## config.mk

```make
export PLATFORM = sky130hd
export DESIGN_NAME = neopixel_strand_engine_flat
export DESIGN_NICKNAME = d
export VERILOG_FILES = /design/src/rtl/neopixel_strand_engine_if.sv /design/src/rtl/neopixel_strand_engine.sv /design/src/flat_wrapper.sv
export SDC_FILE = /design/constraint.sdc
export NUM_CORES = 1
export LEC_CHECK = 0
export BUFFER_PORTS_ARGS = -buffer_cell sky130_fd_sc_hd__buf_2
export CAP_MARGIN = 25
export CORE_MARGIN = 2
export CORE_UTILIZATION = 50
export DETAILED_ROUTE_END_ITERATION = 10
export PLACE_DENSITY = 0.66
export RECOVER_POWER = 50
export SKIP_LAST_GASP = 1
export SYNTH_ARGS = -nofsm -noshare
export SYNTH_HDL_FRONTEND = slang
export SYNTH_SLANG_ARGS = --single-unit
```

## constraint.sdc

```tcl
create_clock -name clock -period 20.5 [get_ports clock]
set_input_delay 2.05 -clock clock [delete_from_list [all_inputs] [get_ports clock]]
set_output_delay 2.05 -clock clock [all_outputs]
set_load 0.02 [all_outputs]
```

## src/rtl/neopixel_strand_engine_if.sv

```systemverilog
// neopixel_strand_engine_if: load, send and strand-status signals of the strand engine
interface neopixel_strand_engine_if #(
  parameter int NUM_PIXELS = 8,
  parameter int COLOR_BITS = 8
);
  localparam int PW = NUM_PIXELS > 1 ? $clog2(NUM_PIXELS) : 1;
  logic [PW-1:0] pixel_index;
  logic [1:0] color_index;
  logic [COLOR_BITS-1:0] color_level;
  logic load_color;
  logic [7:0] brightness;
  logic send_it;
  logic auto_refresh;
  logic neo_data;
  logic ready_to_load;
  logic ready_to_send;
  logic load_error;
  logic frame_done;
  modport master (
    output pixel_index, color_index, color_level, load_color, brightness, send_it, auto_refresh,
    input neo_data, ready_to_load, ready_to_send, load_error, frame_done
  );
  modport slave (
    input pixel_index, color_index, color_level, load_color, brightness, send_it, auto_refresh,
    output neo_data, ready_to_load, ready_to_send, load_error, frame_done
  );
endinterface

```

## src/rtl/neopixel_strand_engine.sv

```systemverilog
// neopixel_strand_engine: double-buffered, brightness-scaled WS281x strand serialiser
module neopixel_strand_engine #(
  parameter int NUM_PIXELS = 8,
  parameter int NUM_COLORS = 3,
  parameter int COLOR_BITS = 8,
  parameter int T0H = 18,
  parameter int T1H = 35,
  parameter int T_BIT = 63,
  parameter int T_LATCH = 2500
) (
  input logic clock,
  input logic reset_n,
  neopixel_strand_engine_if.slave bus
);
  localparam int PW = NUM_PIXELS > 1 ? $clog2(NUM_PIXELS) : 1;
  localparam int BW = COLOR_BITS > 1 ? $clog2(COLOR_BITS) : 1;
  localparam int CW = $clog2((T_LATCH > T_BIT ? T_LATCH : T_BIT) + 1);
  typedef enum logic [1:0] {IDLE, SEND_HIGH, SEND_LOW, LATCH} state_t;
  state_t state;
  logic [COLOR_BITS-1:0] back_buf [NUM_PIXELS][NUM_COLORS];
  logic [COLOR_BITS-1:0] front_buf [NUM_PIXELS][NUM_COLORS];
  logic [PW-1:0] pix;
  logic [1:0] ch;
  logic [BW-1:0] bit_idx;
  logic [CW-1:0] cnt;
  logic [7:0] bright;
  logic load_ok;
  logic [COLOR_BITS+7:0] product;
  logic [COLOR_BITS-1:0] scaled;
  logic cur_bit;
  logic last_bit;
  logic [CW-1:0] high_len;
  assign load_ok = int'(bus.pixel_index) < NUM_PIXELS && int'(bus.color_index) < NUM_COLORS;
  // level*(brightness+1) never exceeds COLOR_BITS+8 bits, so the top bit is not needed
  assign product = (COLOR_BITS+8)'(front_buf[pix][ch]) * (COLOR_BITS+8)'({1'b0, bright} + 9'd1);
  assign scaled = COLOR_BITS'(product >> 8);
  assign cur_bit = scaled[bit_idx];
  assign high_len = cur_bit ? CW'(T1H) : CW'(T0H);
  assign last_bit = bit_idx == '0 && int'(ch) == NUM_COLORS-1 && int'(pix) == NUM_PIXELS-1;
  always_ff @(posedge clock or negedge reset_n)
    if (!reset_n) begin
      back_buf <= '{default: '0};
      bus.ready_to_load <= 1'b0;
      bus.load_error <= 1'b0;
    end else begin
      bus.ready_to_load <= 1'b1;
      bus.load_error <= bus.load_color && bus.ready_to_load && !load_ok;
      if (bus.load_color && bus.ready_to_load && load_ok)
        back_buf[bus.pixel_index][bus.color_index] <= bus.color_level;
    end
  // one counter spans the whole bit window; the high/low split is a compare point inside it
  always_ff @(posedge clock or negedge reset_n)
    if (!reset_n) begin
      state <= LATCH;
      front_buf <= '{default: '0};
      cnt <= '0;
      pix <= '0;
      ch <= '0;
      bit_idx <= BW'(COLOR_BITS-1);
      bright <= '0;
      bus.neo_data <= 1'b0;
      bus.ready_to_send <= 1'b0;
      bus.frame_done <= 1'b0;
    end else begin
      bus.frame_done <= 1'b0;
      case (state)
        IDLE:
          if (bus.send_it || bus.auto_refresh) begin
            front_buf <= back_buf;
            bright <= bus.brightness;
            cnt <= '0;
            state <= SEND_HIGH;
            bus.neo_data <= 1'b1;
            bus.ready_to_send <= 1'b0;
          end
        SEND_HIGH: begin
          cnt <= cnt + 1'b1;
          if (cnt == high_len - 1'b1) begin
            state <= SEND_LOW;
            bus.neo_data <= 1'b0;
          end
        end
        SEND_LOW:
          if (cnt == CW'(T_BIT-1)) begin
            cnt <= '0;
            bit_idx <= bit_idx == '0 ? BW'(COLOR_BITS-1) : bit_idx - 1'b1;
            if (bit_idx == '0) begin
              ch <= int'(ch) == NUM_COLORS-1 ? '0 : ch + 1'b1;
              if (int'(ch) == NUM_COLORS-1)
                pix <= int'(pix) == NUM_PIXELS-1 ? '0 : pix + 1'b1;
            end
            state <= last_bit ? LATCH : SEND_HIGH;
            bus.neo_data <= !last_bit;
          end else
            cnt <= cnt + 1'b1;
        LATCH: begin
          cnt <= cnt + 1'b1;
          bus.frame_done <= cnt == CW'(T_LATCH-2);
          if (cnt == CW'(T_LATCH-1)) begin
            cnt <= '0;
            state <= IDLE;
            bus.ready_to_send <= 1'b1;
          end
        end
        default: state <= IDLE;
      endcase
    end
endmodule

```

## src/flat_wrapper.sv

```systemverilog
// flat-port wrapper written by rule: the top's interface ports become plain ports
module neopixel_strand_engine_flat 
#(
  parameter int NUM_PIXELS = 8,
  parameter int NUM_COLORS = 3,
  parameter int COLOR_BITS = 8,
  parameter int T0H = 18,
  parameter int T1H = 35,
  parameter int T_BIT = 63,
  parameter int T_LATCH = 2500
)
  (clock, reset_n, bus_pixel_index, bus_color_index, bus_color_level, bus_load_color, bus_brightness, bus_send_it, bus_auto_refresh, bus_neo_data, bus_ready_to_load, bus_ready_to_send, bus_load_error, bus_frame_done);
  neopixel_strand_engine_if #(.NUM_PIXELS(NUM_PIXELS), .COLOR_BITS(COLOR_BITS)) bus_i ();
  input logic clock;
  input logic reset_n;
  input wire logic [$bits(bus_i.pixel_index)-1:0] bus_pixel_index;
  input wire logic [$bits(bus_i.color_index)-1:0] bus_color_index;
  input wire logic [$bits(bus_i.color_level)-1:0] bus_color_level;
  input wire logic [$bits(bus_i.load_color)-1:0] bus_load_color;
  input wire logic [$bits(bus_i.brightness)-1:0] bus_brightness;
  input wire logic [$bits(bus_i.send_it)-1:0] bus_send_it;
  input wire logic [$bits(bus_i.auto_refresh)-1:0] bus_auto_refresh;
  output wire logic [$bits(bus_i.neo_data)-1:0] bus_neo_data;
  output wire logic [$bits(bus_i.ready_to_load)-1:0] bus_ready_to_load;
  output wire logic [$bits(bus_i.ready_to_send)-1:0] bus_ready_to_send;
  output wire logic [$bits(bus_i.load_error)-1:0] bus_load_error;
  output wire logic [$bits(bus_i.frame_done)-1:0] bus_frame_done;
  assign bus_i.pixel_index = bus_pixel_index;
  assign bus_i.color_index = bus_color_index;
  assign bus_i.color_level = bus_color_level;
  assign bus_i.load_color = bus_load_color;
  assign bus_i.brightness = bus_brightness;
  assign bus_i.send_it = bus_send_it;
  assign bus_i.auto_refresh = bus_auto_refresh;
  assign bus_neo_data = bus_i.neo_data;
  assign bus_ready_to_load = bus_i.ready_to_load;
  assign bus_ready_to_send = bus_i.ready_to_send;
  assign bus_load_error = bus_i.load_error;
  assign bus_frame_done = bus_i.frame_done;
  neopixel_strand_engine #(.NUM_PIXELS(NUM_PIXELS), .NUM_COLORS(NUM_COLORS), .COLOR_BITS(COLOR_BITS), .T0H(T0H), .T1H(T1H), .T_BIT(T_BIT), .T_LATCH(T_LATCH)) u_core (.clock(clock), .reset_n(reset_n), .bus(bus_i));
endmodule
```

==> impl_summary.log <==
INFO  metric outcome = complete, but fails checks
INFO  metric violations_in_the_final_reports = capacitance limit, slew limit
INFO  metric die_height = 205 um
INFO  metric timing.hold.ws = 0.497 ns
INFO  metric synth_flop_cell = sky130_fd_sc_hd__dfrtp_1
INFO  metric syn_inst = 1,520
INFO  metric wl_per_cell = 21.3 um
INFO  metric clock.fmax = 96.4 MHz
INFO  metric yosys_warnings = 0
INFO  metric leakagePower = 10.7 nW
INFO  metric antenna_found_initial = 0
INFO  metric rr_worst_depth = 22
INFO  metric startpoint_of_the_most_critical_register_to_register_path = u_core.pix[0]
INFO  metric hold_viol = 0
INFO  metric yosysTopAreaCellShare = 51.1%
INFO  metric post_synth_num_cell_types = 57
INFO  metric worstPathArrival = 10.18 ns
INFO  metric post-dp-hpwl = 29,500 um
INFO  metric fill_cells = 3,239
INFO  metric worstHoldEndpoint = u_core.front_buf[79]
INFO  metric via_count = 12,132
INFO  metric placed_cell_area = 0.0209 mm2
INFO  metric synth-seq-area-share = 51.7%
INFO  metric grt_pass1_vias = 12,702
INFO  metric multiInputGateArea = 0.00922 mm2
INFO  metric cp_common_cell = sky130_fd_sc_hd__clkbuf_1
INFO  metric reg2reg_to = u_core.state[1]
INFO  metric critPathTopFamily = buffers and inverters
INFO  metric cts_setup_buffers = 0
INFO  metric yosysTopAreaCell = sky130_fd_sc_hd__dfrtp_1
INFO  metric fp-row-count = 73
INFO  metric switching_share = 29.9%
INFO  metric cts.htree.levels = 2
INFO  metric wl = 44,700 um
INFO  metric synth_nets = 1,625
INFO  metric grt_max_degree = 176
INFO  metric gr-total-overflow = 0
INFO  metric clk_pin_slew = 0.06 ns
INFO  metric floorplan.io_pins = 31
INFO  metric grt_first_pass_wirelength = 71,800 um
INFO  metric clk-insertion-delay-late = 0.56 ns
INFO  metric clkSinkCount = 419
INFO  metric post-place-ws = 12.42 ns
INFO  metric share_clk_of_total_power = 30.7%
INFO  metric tritoncts = yes
INFO  metric die_width = 205 um
INFO  metric antenna_left = 0
INFO  metric crit_buf_inv = 3
INFO  metric fp.coreArea = 0.0399 mm2
INFO  metric grtUsageTotal = 22.1%
INFO  metric critPathSlowestCell = sky130_fd_sc_hd__clkbuf_1
INFO  metric drt-vias-per-instance = 5.77
INFO  metric max_slew_margin = -348%
INFO  metric final_setup_fails = 0
INFO  metric yosys.cell_count.top_type = sky130_fd_sc_hd__dfrtp_1
INFO  metric dieArea = 0.0422 mm2
INFO  metric drive_above_1_share = 35.5%
INFO  metric cts_made_buffers = 45
INFO  metric io_buffers = 30
INFO  metric setup_tns = 0 ns
INFO  metric cts_hold_buf = 0
INFO  metric timing_worst_slew_pin_value = 6.71 ns
INFO  metric async_flop_share = 100%
INFO  metric synth.top_cells.by_count = sky130_fd_sc_hd__dfrtp_1 (414), sky130_fd_sc_hd__mux2_2 (394), sky130_fd_sc_hd__nand2_1 (82)
INFO  metric timing.hold.worst.class = flop to flop
INFO  metric post_synth.cell_area_avg = 13.3 um2
INFO  metric setup.worst_path.end_class = asynchronous set/reset pin
INFO  metric first_iter_violations = 750
INFO  metric combPwrFrac = 26.2%
INFO  metric clock_skew = 0.0153 ns
INFO  metric worst_voltage_drop_across_the_vdd_grid = 70.6 uV
INFO  metric post-route-drc-count = 0
INFO  metric synth_area_leaders = sky130_fd_sc_hd__dfrtp_1 (51%), sky130_fd_sc_hd__mux2_2 (22%), sky130_fd_sc_hd__mux4_2 (4.1%)
INFO  metric rsz0062_at_grt = no
INFO  metric regArea = 0.0105 mm2
INFO  metric diodes = 0
INFO  metric floorplan.initialDensity = 50.8%
INFO  metric power.internal = 1.98 mW
INFO  metric seq_power_share = 43.1%
INFO  metric critical_path.startpoint_type = input pin
INFO  metric flow.area_growth_from_synthesis = 11.1%
INFO  metric synth_cell_area = 0.0203 mm2
INFO  metric finish.net_count = 1,648
INFO  metric synth_seq_cells = 419
INFO  metric finalCoreUtilization = 56.4%
INFO  metric clockRootBuffer = sky130_fd_sc_hd__clkbuf_16
INFO  metric dr.pass1.iters = 6
INFO  metric report.final.slew_viol_count = 299
INFO  metric hp-start = u_core.back_buf[79]
INFO  metric stdcell_area = 0.0225 mm2
INFO  metric max_cap_viol_count = 4
INFO  metric cts-resized-gates = 0
INFO  metric whs_path_depth = 1
INFO  metric synth-edff-count = 0
INFO  metric crit_path_cell_trace = clkbuf_1 > clkbuf_1 > clkbuf_1
INFO  metric critPathMaxStageDelay = 4.56 ns
INFO  metric crit_required = 20.31 ns
INFO  metric power_density = 126 mW/mm2
INFO  metric layout_min_cycle_time = 10.37 ns
INFO  metric setup_slack_of_the_critical_path_after_layout = 10.13 ns
INFO  metric regToRegSetupSlack = 12.46 ns
INFO  metric max-clock-path-buffers = 3
INFO  metric routabilityCongestion = 0.869
INFO  metric worstPathMaxFanout = 123
INFO  metric power.switching = 0.847 mW
INFO  metric period_share = 50.6%
INFO  metric path_type_of_the_worst_setup_path = input pin to asynchronous set/reset pin
[registers in the layout, summed over array words and instances (netlist names)]
| register | cells |
|---|---|
| u_core.back_buf | 192 |
| u_core.front_buf | 192 |
| u_core.cnt | 12 |
| u_core.bright | 8 |
| u_core.bit_idx | 3 |
| u_core.pix | 3 |
| u_core.ch | 2 |
| u_core.state | 2 |
| u_core.bus.frame_done | 1 |
| u_core.bus.load_error | 1 |
| u_core.bus.neo_data | 1 |
| u_core.bus.ready_to_load | 1 |
| u_core.bus.ready_to_send | 1 |
[final cells by class]
cell class                 instances  area share (%)
multi-input combinational        959            40.9
inverter                          69            1.15
timing repair buffer              49            1.29
tap                              525            2.92
clock buffer                      64            5.91
clock inverter                    16            1.18
sequential                       419            46.6
[stage by stage]
stage	cells	power [mW]
global placement	2013	1.94
finish	2101	2.83
detailed placement	2015	1.98
CTS	2095	2.86
global route	2101	3.00
floorplan	1520	1.75
[how the worst max path moves through the flow]
stage / start / endpoint / cells after the start
2_1_floorplan: u_core.pix[0] / u_core.state[1] / 26
3_3_place_gp: u_core.pix[0] / u_core.state[1] / 22
3_5_place_dp: u_core.pix[0] / u_core.bus.neo_data / 22
4_1_cts: u_core.pix[0] / u_core.bus.neo_data / 22
5_1_grt: reset_n / u_core.back_buf[27] / 3
6_report: reset_n / u_core.back_buf[52] / 3
[cells by family (layout without fill, tap and decap cells)]
group           Yosys count  in the layout  share of synthesized area, %
mux                     475            475                          28.2
simple gates            275            275                          6.59
compound gates          115            115                          3.65
buf+inv                 142            198                          2.81
xor+xnor                 14             14                         0.605
fa+ha+maj                79             79                          6.36
other cells               1              1                        0.0185
flops                   419            419                          51.7
[metal layers]
metal	track usage, %	vias up	wire length (um)
met4	6.01	0	1130
met3	3.77	91	1690
li1	-	5437	-
met2	37.3	226	22000
met5	0	-	0
met1	29.7	6378	19900
[power groups by stage]
stage	Sequential, mW	Combinational, mW	Clock (mW)
floorplan	1.17	0.584	0
global placement	1.22	0.721	0
detailed placement	1.23	0.744	0
CTS	1.22	0.752	0.887
global route	1.25	0.824	0.924
finish	1.22	0.742	0.868
[cell usage in the layout (no fill, tap or decap), drive strengths merged, types with 4 or more instances in the layout]
master | Yosys | layout
dfrtp | 414 | 414
mux2 | 396 | 396
nand2 | 82 | 82
clkbuf | 61 | 77
inv | 68 | 69
nor2 | 64 | 64
mux2i | 42 | 42
fa | 40 | 40
ha | 39 | 39
mux4 | 37 | 37
buf | 12 | 36
nand3 | 35 | 35
o21ai | 33 | 33
a21oi | 26 | 26
nand2b | 13 | 13
nor2b | 12 | 12
a21o | 12 | 12
a31oi | 12 | 12
nor3 | 12 | 12
and3 | 11 | 11
and2 | 9 | 9
xnor2 | 8 | 8
nor3b | 8 | 8
clkinv | 1 | 8
a22oi | 7 | 7
bufinv | 0 | 7
xor2 | 6 | 6
or2 | 5 | 5
dfstp | 5 | 5
nand3b | 4 | 4
nand4 | 4 | 4
No activity file was read; power rests on OpenSTA's default activity.
